File: config.mk
export PLATFORM = sky130hd
export DESIGN_NAME = debounce_sync
export DESIGN_NICKNAME = d
export VERILOG_FILES = /design/src/rtl/debounce_sync_pkg.sv /design/src/rtl/debounce_sync_sync2.sv /design/src/rtl/debounce_sync.sv
export SDC_FILE = /design/constraint.sdc
export NUM_CORES = 1
export LEC_CHECK = 0
export BUFFER_PORTS_ARGS = -buffer_cell sky130_fd_sc_hd__buf_2
export CORE_AREA = 5 5 42 44
export CTS_BUF_LIST = sky130_fd_sc_hd__clkbuf_2 sky130_fd_sc_hd__clkbuf_4 sky130_fd_sc_hd__clkbuf_8
export CTS_CLUSTER_SIZE = 10
export DETAILED_ROUTE_END_ITERATION = 6
export DIE_AREA = 0 0 47 49
export HOLD_SLACK_MARGIN = 0.05
export PLACE_DENSITY = 0.76
export SKIP_LAST_GASP = 1
export SYNTH_ARGS = -nofsm -noshare
export SYNTH_HDL_FRONTEND = slang
export SYNTH_SLANG_ARGS = --single-unit
File: constraint.sdc
create_clock -name clock -period 1.85 [get_ports clock]
set_input_delay 0.37 -clock clock [delete_from_list [all_inputs] [get_ports clock]]
set_output_delay 0.37 -clock clock [all_outputs]
set_load 0.01 [all_outputs]
File: src/rtl/debounce_sync_pkg.sv
// Shared definitions for the input-conditioning blocks: FSM state encoding
// and the default qualification settings.
package debounce_sync_pkg;

  typedef enum logic {
    ST_STABLE = 1'b0,
    ST_CHECK  = 1'b1
  } state_e;

  localparam int unsigned DEF_STABLE_CYCLES = 4;
  localparam int unsigned DEF_CNT_W         = 8;

endpackage

File: src/rtl/debounce_sync_sync2.sv
// Two-flop synchroniser for a single asynchronous level. Reusable for any
// asynchronous input; the reset value is a parameter.
module sync2 #(
  parameter logic RESET_VAL = 1'b0
) (
  input  logic clock,
  input  logic reset,
  input  logic d,
  output logic q
);

  logic s1_d, s1_q;
  logic s2_d, s2_q;

  // Next-state of the synchroniser chain
  always_comb begin
    s1_d = d;
    s2_d = s1_q;
  end

  // Synchroniser flops; clocked every cycle, independent of any enable
  always_ff @(posedge clock) begin
    if (reset) begin
      s1_q <= RESET_VAL;
      s2_q <= RESET_VAL;
    end else begin
      s1_q <= s1_d;
      s2_q <= s2_d;
    end
  end

  assign q = s2_q;

endmodule

File: src/rtl/debounce_sync.sv
// Synchronises and debounces a raw asynchronous level. Produces a clean
// registered level plus one-cycle rise/fall pulses and a busy flag while a
// candidate transition is being qualified.
module debounce_sync
  import debounce_sync_pkg::*;
#(
  parameter int unsigned STABLE_CYCLES = DEF_STABLE_CYCLES,
  parameter int unsigned CNT_W         = DEF_CNT_W,
  parameter logic        RESET_LEVEL   = 1'b0
) (
  input  logic clock,
  input  logic reset,
  input  logic din,
  input  logic enable,
  output logic dout,
  output logic rise,
  output logic fall,
  output logic busy
);

  localparam logic [CNT_W-1:0] CNT_LAST = CNT_W'(STABLE_CYCLES - 1);

  logic             s2;
  state_e           state_d, state_q;
  logic [CNT_W-1:0] cnt_d, cnt_q;
  logic             dout_d, dout_q;
  logic             rise_d, rise_q;
  logic             fall_d, fall_q;
  logic             busy_d, busy_q;

  sync2 #(
    .RESET_VAL (RESET_LEVEL)
  ) u_sync2 (
    .clock (clock),
    .reset (reset),
    .d     (din),
    .q     (s2)
  );

  // Qualification FSM: count consecutive mismatching samples, toggle on the last
  always_comb begin
    state_d = state_q;
    cnt_d   = cnt_q;
    dout_d  = dout_q;
    if (enable) begin
      unique case (state_q)
        ST_STABLE: begin
          if (s2 != dout_q) begin
            if (STABLE_CYCLES == 1) begin
              dout_d = ~dout_q;
            end else begin
              state_d = ST_CHECK;
              cnt_d   = CNT_W'(1);
            end
          end
        end
        ST_CHECK: begin
          if (s2 == dout_q) begin
            state_d = ST_STABLE;
            cnt_d   = '0;
          end else if (cnt_q == CNT_LAST) begin
            dout_d  = ~dout_q;
            state_d = ST_STABLE;
            cnt_d   = '0;
          end else begin
            cnt_d = cnt_q + CNT_W'(1);
          end
        end
        default: begin
          state_d = ST_STABLE;
          cnt_d   = '0;
        end
      endcase
    end
    // Pulses and busy are decoded from next-state so they register alongside dout
    rise_d = dout_d & ~dout_q;
    fall_d = ~dout_d & dout_q;
    busy_d = (state_d == ST_CHECK);
  end

  // State, counter and registered outputs
  always_ff @(posedge clock) begin
    if (reset) begin
      state_q <= ST_STABLE;
      cnt_q   <= '0;
      dout_q  <= RESET_LEVEL;
      rise_q  <= 1'b0;
      fall_q  <= 1'b0;
      busy_q  <= 1'b0;
    end else begin
      state_q <= state_d;
      cnt_q   <= cnt_d;
      dout_q  <= dout_d;
      rise_q  <= rise_d;
      fall_q  <= fall_d;
      busy_q  <= busy_d;
    end
  end

  assign dout = dout_q;
  assign rise = rise_q;
  assign fall = fall_q;
  assign busy = busy_q;

endmodule

==> summary.md <==
- sky130_fd_sc_hd__dfxtp_1 — crit path max-delay cell type
- 0 — hold violation count in the final report
- 0.879 — ratio of final minimum period to clock period
- 0 — Post-CTS Hold Buffers
- 10.1 µm² — syn_area_per_cell
- sky130_fd_sc_hd__dfxtp_1 — post-synthesis cell type with the largest combined area
- 0.454 mV — Max rail drop VDD
- 654 µm² — post-synthesis cell area
- cnt_q[0]$_SDFFE_PP0P_ — startpoint of the most critical register-to-register path
- 0.323 nW — Pleak
- 0.676 — headroom to the max-slew limit
- 5.52 — average vias per placed instance
- sky130_fd_sc_hd__dfxtp_1 — most numerous cell in the Yosys netlist
- cnt_q[0]$_SDFFE_PP0P_ — timing startpoint of the critical path
- sky130_fd_sc_hd__dfxtp_1, sky130_fd_sc_hd__xor2_1, sky130_fd_sc_hd__nor2_1, sky130_fd_sc_hd__mux2i_1, sky130_fd_sc_hd__ha_1 — cell types occupying the most area after synthesis
- 0 — number of enable-type register cells in the synthesized netlist
- 0.22 ns — slack of the worst reg-to-reg path
- 0 — final count of negative-setup-slack endpoints
- 0.428 — share of the yosys chip area belonging to registers
- 14 — number of synthesized register bits
- 14.7% — area added between synthesis and finish
- 28 — number of distinct library cells after synthesis
- 1.81 ns — arrival time at the worst endpoint
- 740 mW/mm² — power density relative to cell area
- 0.08 ns — post-CTS clock slew at the launch and capture registers of the worst setup and hold paths
- 883 µm — Post-DP HPWL
- 0 — Resized Gates After CTS
- 4 — drt initial violations
- 0.482 ns — worst-margin pin slew
- 3 — total clock buffers created by CTS
- sky130_fd_sc_hd__dfxtp_1, sky130_fd_sc_hd__nor2_1, sky130_fd_sc_hd__xor2_1 — synth cell count leaders
- 0 ns — setup TNS
- 7 — largest fanout on the critical path
- 9 — largest net degree at the start of global routing
- 0.130 — Total GRT Usage
- 0.889 — routability congestion estimate from global placement
- 1 — CTS H-tree depth
- 0.000936 ns — Post-Route Skew
- 5 — worst r2r path cells
- 0.224 — share of post-route cells with drive strength above 1
- 65 — number of standard cells after synthesis
- no — RSZ-0062 raised after global routing
- 555 µW — Tot Pwr
- 47 µm — DIE WIDTH
- 0 — Yosys warning count
- 0.28 ns — worst skew pair latency
- 139 — fillcell total
- ha_1, nor4b_2, a211oi_1, o21bai_4, o21ba_1 — cells along the critical path
- 1.63 ns — final critical delay including setup and external delays
- 0 — Setup Fix Bufs, Post-CTS
- 0.428 — share of Yosys cell area claimed by the top area cell type
- 0.00230 mm² — die outline area
- 0 — Pins Over Slew Limit
- 0 — ys async rst share
- 499 — via count of the first global-routing pass
- 0 — post-route ant nets
- 0 — drt drc
- 12.7 µm — average detailed-routed wire length per instance
- primary input to register — Hold WC Path Type
- sky130_fd_sc_hd__clkbuf_4 — root buffer cell
- 0.615 GHz — peak clock frequency supported by timing
- register to register — Setup CP Type
- 0 — total of max-cap violations
- 0.00140 mm² — Core Box Area
- 14 — number of sinks handled by clock tree synthesis
- 2.04 ns — WP data required
- 1170 µm — routed wire length
- 2120 µm — wire length of the first global-routing pass
- 8 — number of top-level design ports
- 0.467 — initial cell density of the core
- 508 — total via count after detailed routing
- cnt_q[7]$_SDFFE_PP0P_ — worst reg2reg path endpoint
- cnt_q[7]$_SDFFE_PP0P_ — worst setup path end
- 2 — worst-case clock buffer depth
- 4 — number of optimization iterations in the first detailed-route pass
- completed — result of the run
- register — kind of end point of the critical path
- 0 — GRT overflow
- 0.40 ns — Max stage delay on crit path
- 0 — initial antenna violation count
- 49 µm — vertical die dimension
- 0 — number of inserted diodes
- done — CTS tree
- 71 — synthesized net count
- 83 — number of nets in the layout
- 7 — input/output buffers
- sky130_fd_sc_hd__dfxtp_1 — most frequently used flop master after synthesis
- 14 — row count
- register — category of the worst setup path launch point
-- power by group --
group | internal [mW] | switching, mW
Clock | 0.120 | 0.0999
Combinational | 0.0126 | 0.0144
Sequential | 0.304 | 0.00389
Total | 0.437 | 0.118
-- critical path: cells and delay by family (launching register included) --
family,cells,cell delay (ns)
AOI/OAI and AO/OA,3,0.57
DFF,1,0.40
and+or+nand+nor,1,0.36
adders and majority gates,1,0.19
-- routing by layer --
metal,wire length (µm),part of all wire,up-vias,GRT usage
li1,-,-,252,-
met1,538,0.46,241,0.168
met2,556,0.47,10,0.179
met3,27,0.023,5,0.0221
met4,48,0.041,0,0.111
met5,0,0,-,0
-- area by class of cell --
cell class | instances | area, µm² | share of cell area
clock buffers | 4 | 36.3 | 0.0483
repair buffers | 9 | 50.0 | 0.0667
multi-input cells | 48 | 360 | 0.480
inverters | 1 | 3.75 | 0.00500
well taps | 16 | 20.0 | 0.0267
flip-flops and latches | 14 | 280 | 0.373
-- kinds of logic (layout without fill, tap and decap cells) --
group | after synthesis | after routing | synth area share
compound gates | 13 | 13 | 0.164
xor+xnor | 7 | 7 | 0.105
fa+ha+maj | 2 | 2 | 0.0382
buf+inv | 3 | 14 | 0.0210
flops | 14 | 14 | 0.428
mux | 3 | 3 | 0.0459
simple gates | 23 | 23 | 0.197
-- state kept, by name, indices dropped and copies added (netlist names) --
name,count
u_sync2.q,1
fall,1
dout,1
busy,1
u_sync2.s1_q,1
cnt_q,8
rise,1
-- stage by stage --
stage	hold slack (ns)	instance area [µm²]	instances	setup slack (ns)	utilization
floorplan	0.414	654	65	0.419	-
global placement	0.441	714	88	0.328	0.510
detailed placement	0.445	714	88	0.256	0.510
CTS	0.311	751	92	0.245	0.536
global route	0.316	751	92	0.0758	0.536
finish	0.305	751	92	0.224	0.536
-- worst min-delay path by stage --
stage	to	startpoint	cells after the start
after detailed placement	u_sync2.q$_SDFF_PP0_	u_sync2.s1_q$_SDFF_PP0_	1
after global routing	u_sync2.s1_q$_SDFF_PP0_	din	2
after floorplan	u_sync2.q$_SDFF_PP0_	u_sync2.s1_q$_SDFF_PP0_	1
after CTS	u_sync2.s1_q$_SDFF_PP0_	din	2
final	u_sync2.s1_q$_SDFF_PP0_	din	2
after global placement	u_sync2.q$_SDFF_PP0_	u_sync2.s1_q$_SDFF_PP0_	1
-- cells in the final DEF (no fill, tap or decap), types with 2 or more instances in the layout --
master,count
sky130_fd_sc_hd__a21oi_1,2
sky130_fd_sc_hd__ha_1,2
sky130_fd_sc_hd__buf_4,2
sky130_fd_sc_hd__dfxtp_1,14
sky130_fd_sc_hd__nor3_1,3
sky130_fd_sc_hd__and3_1,2
sky130_fd_sc_hd__nor2_1,9
sky130_fd_sc_hd__buf_2,7
sky130_fd_sc_hd__o211ai_1,3
sky130_fd_sc_hd__nor2b_1,2
sky130_fd_sc_hd__nand2_1,2
sky130_fd_sc_hd__nor4b_1,2
sky130_fd_sc_hd__xor2_1,5
sky130_fd_sc_hd__clkbuf_4,3
sky130_fd_sc_hd__mux2i_1,3
(Power assumes the default switching activity.)
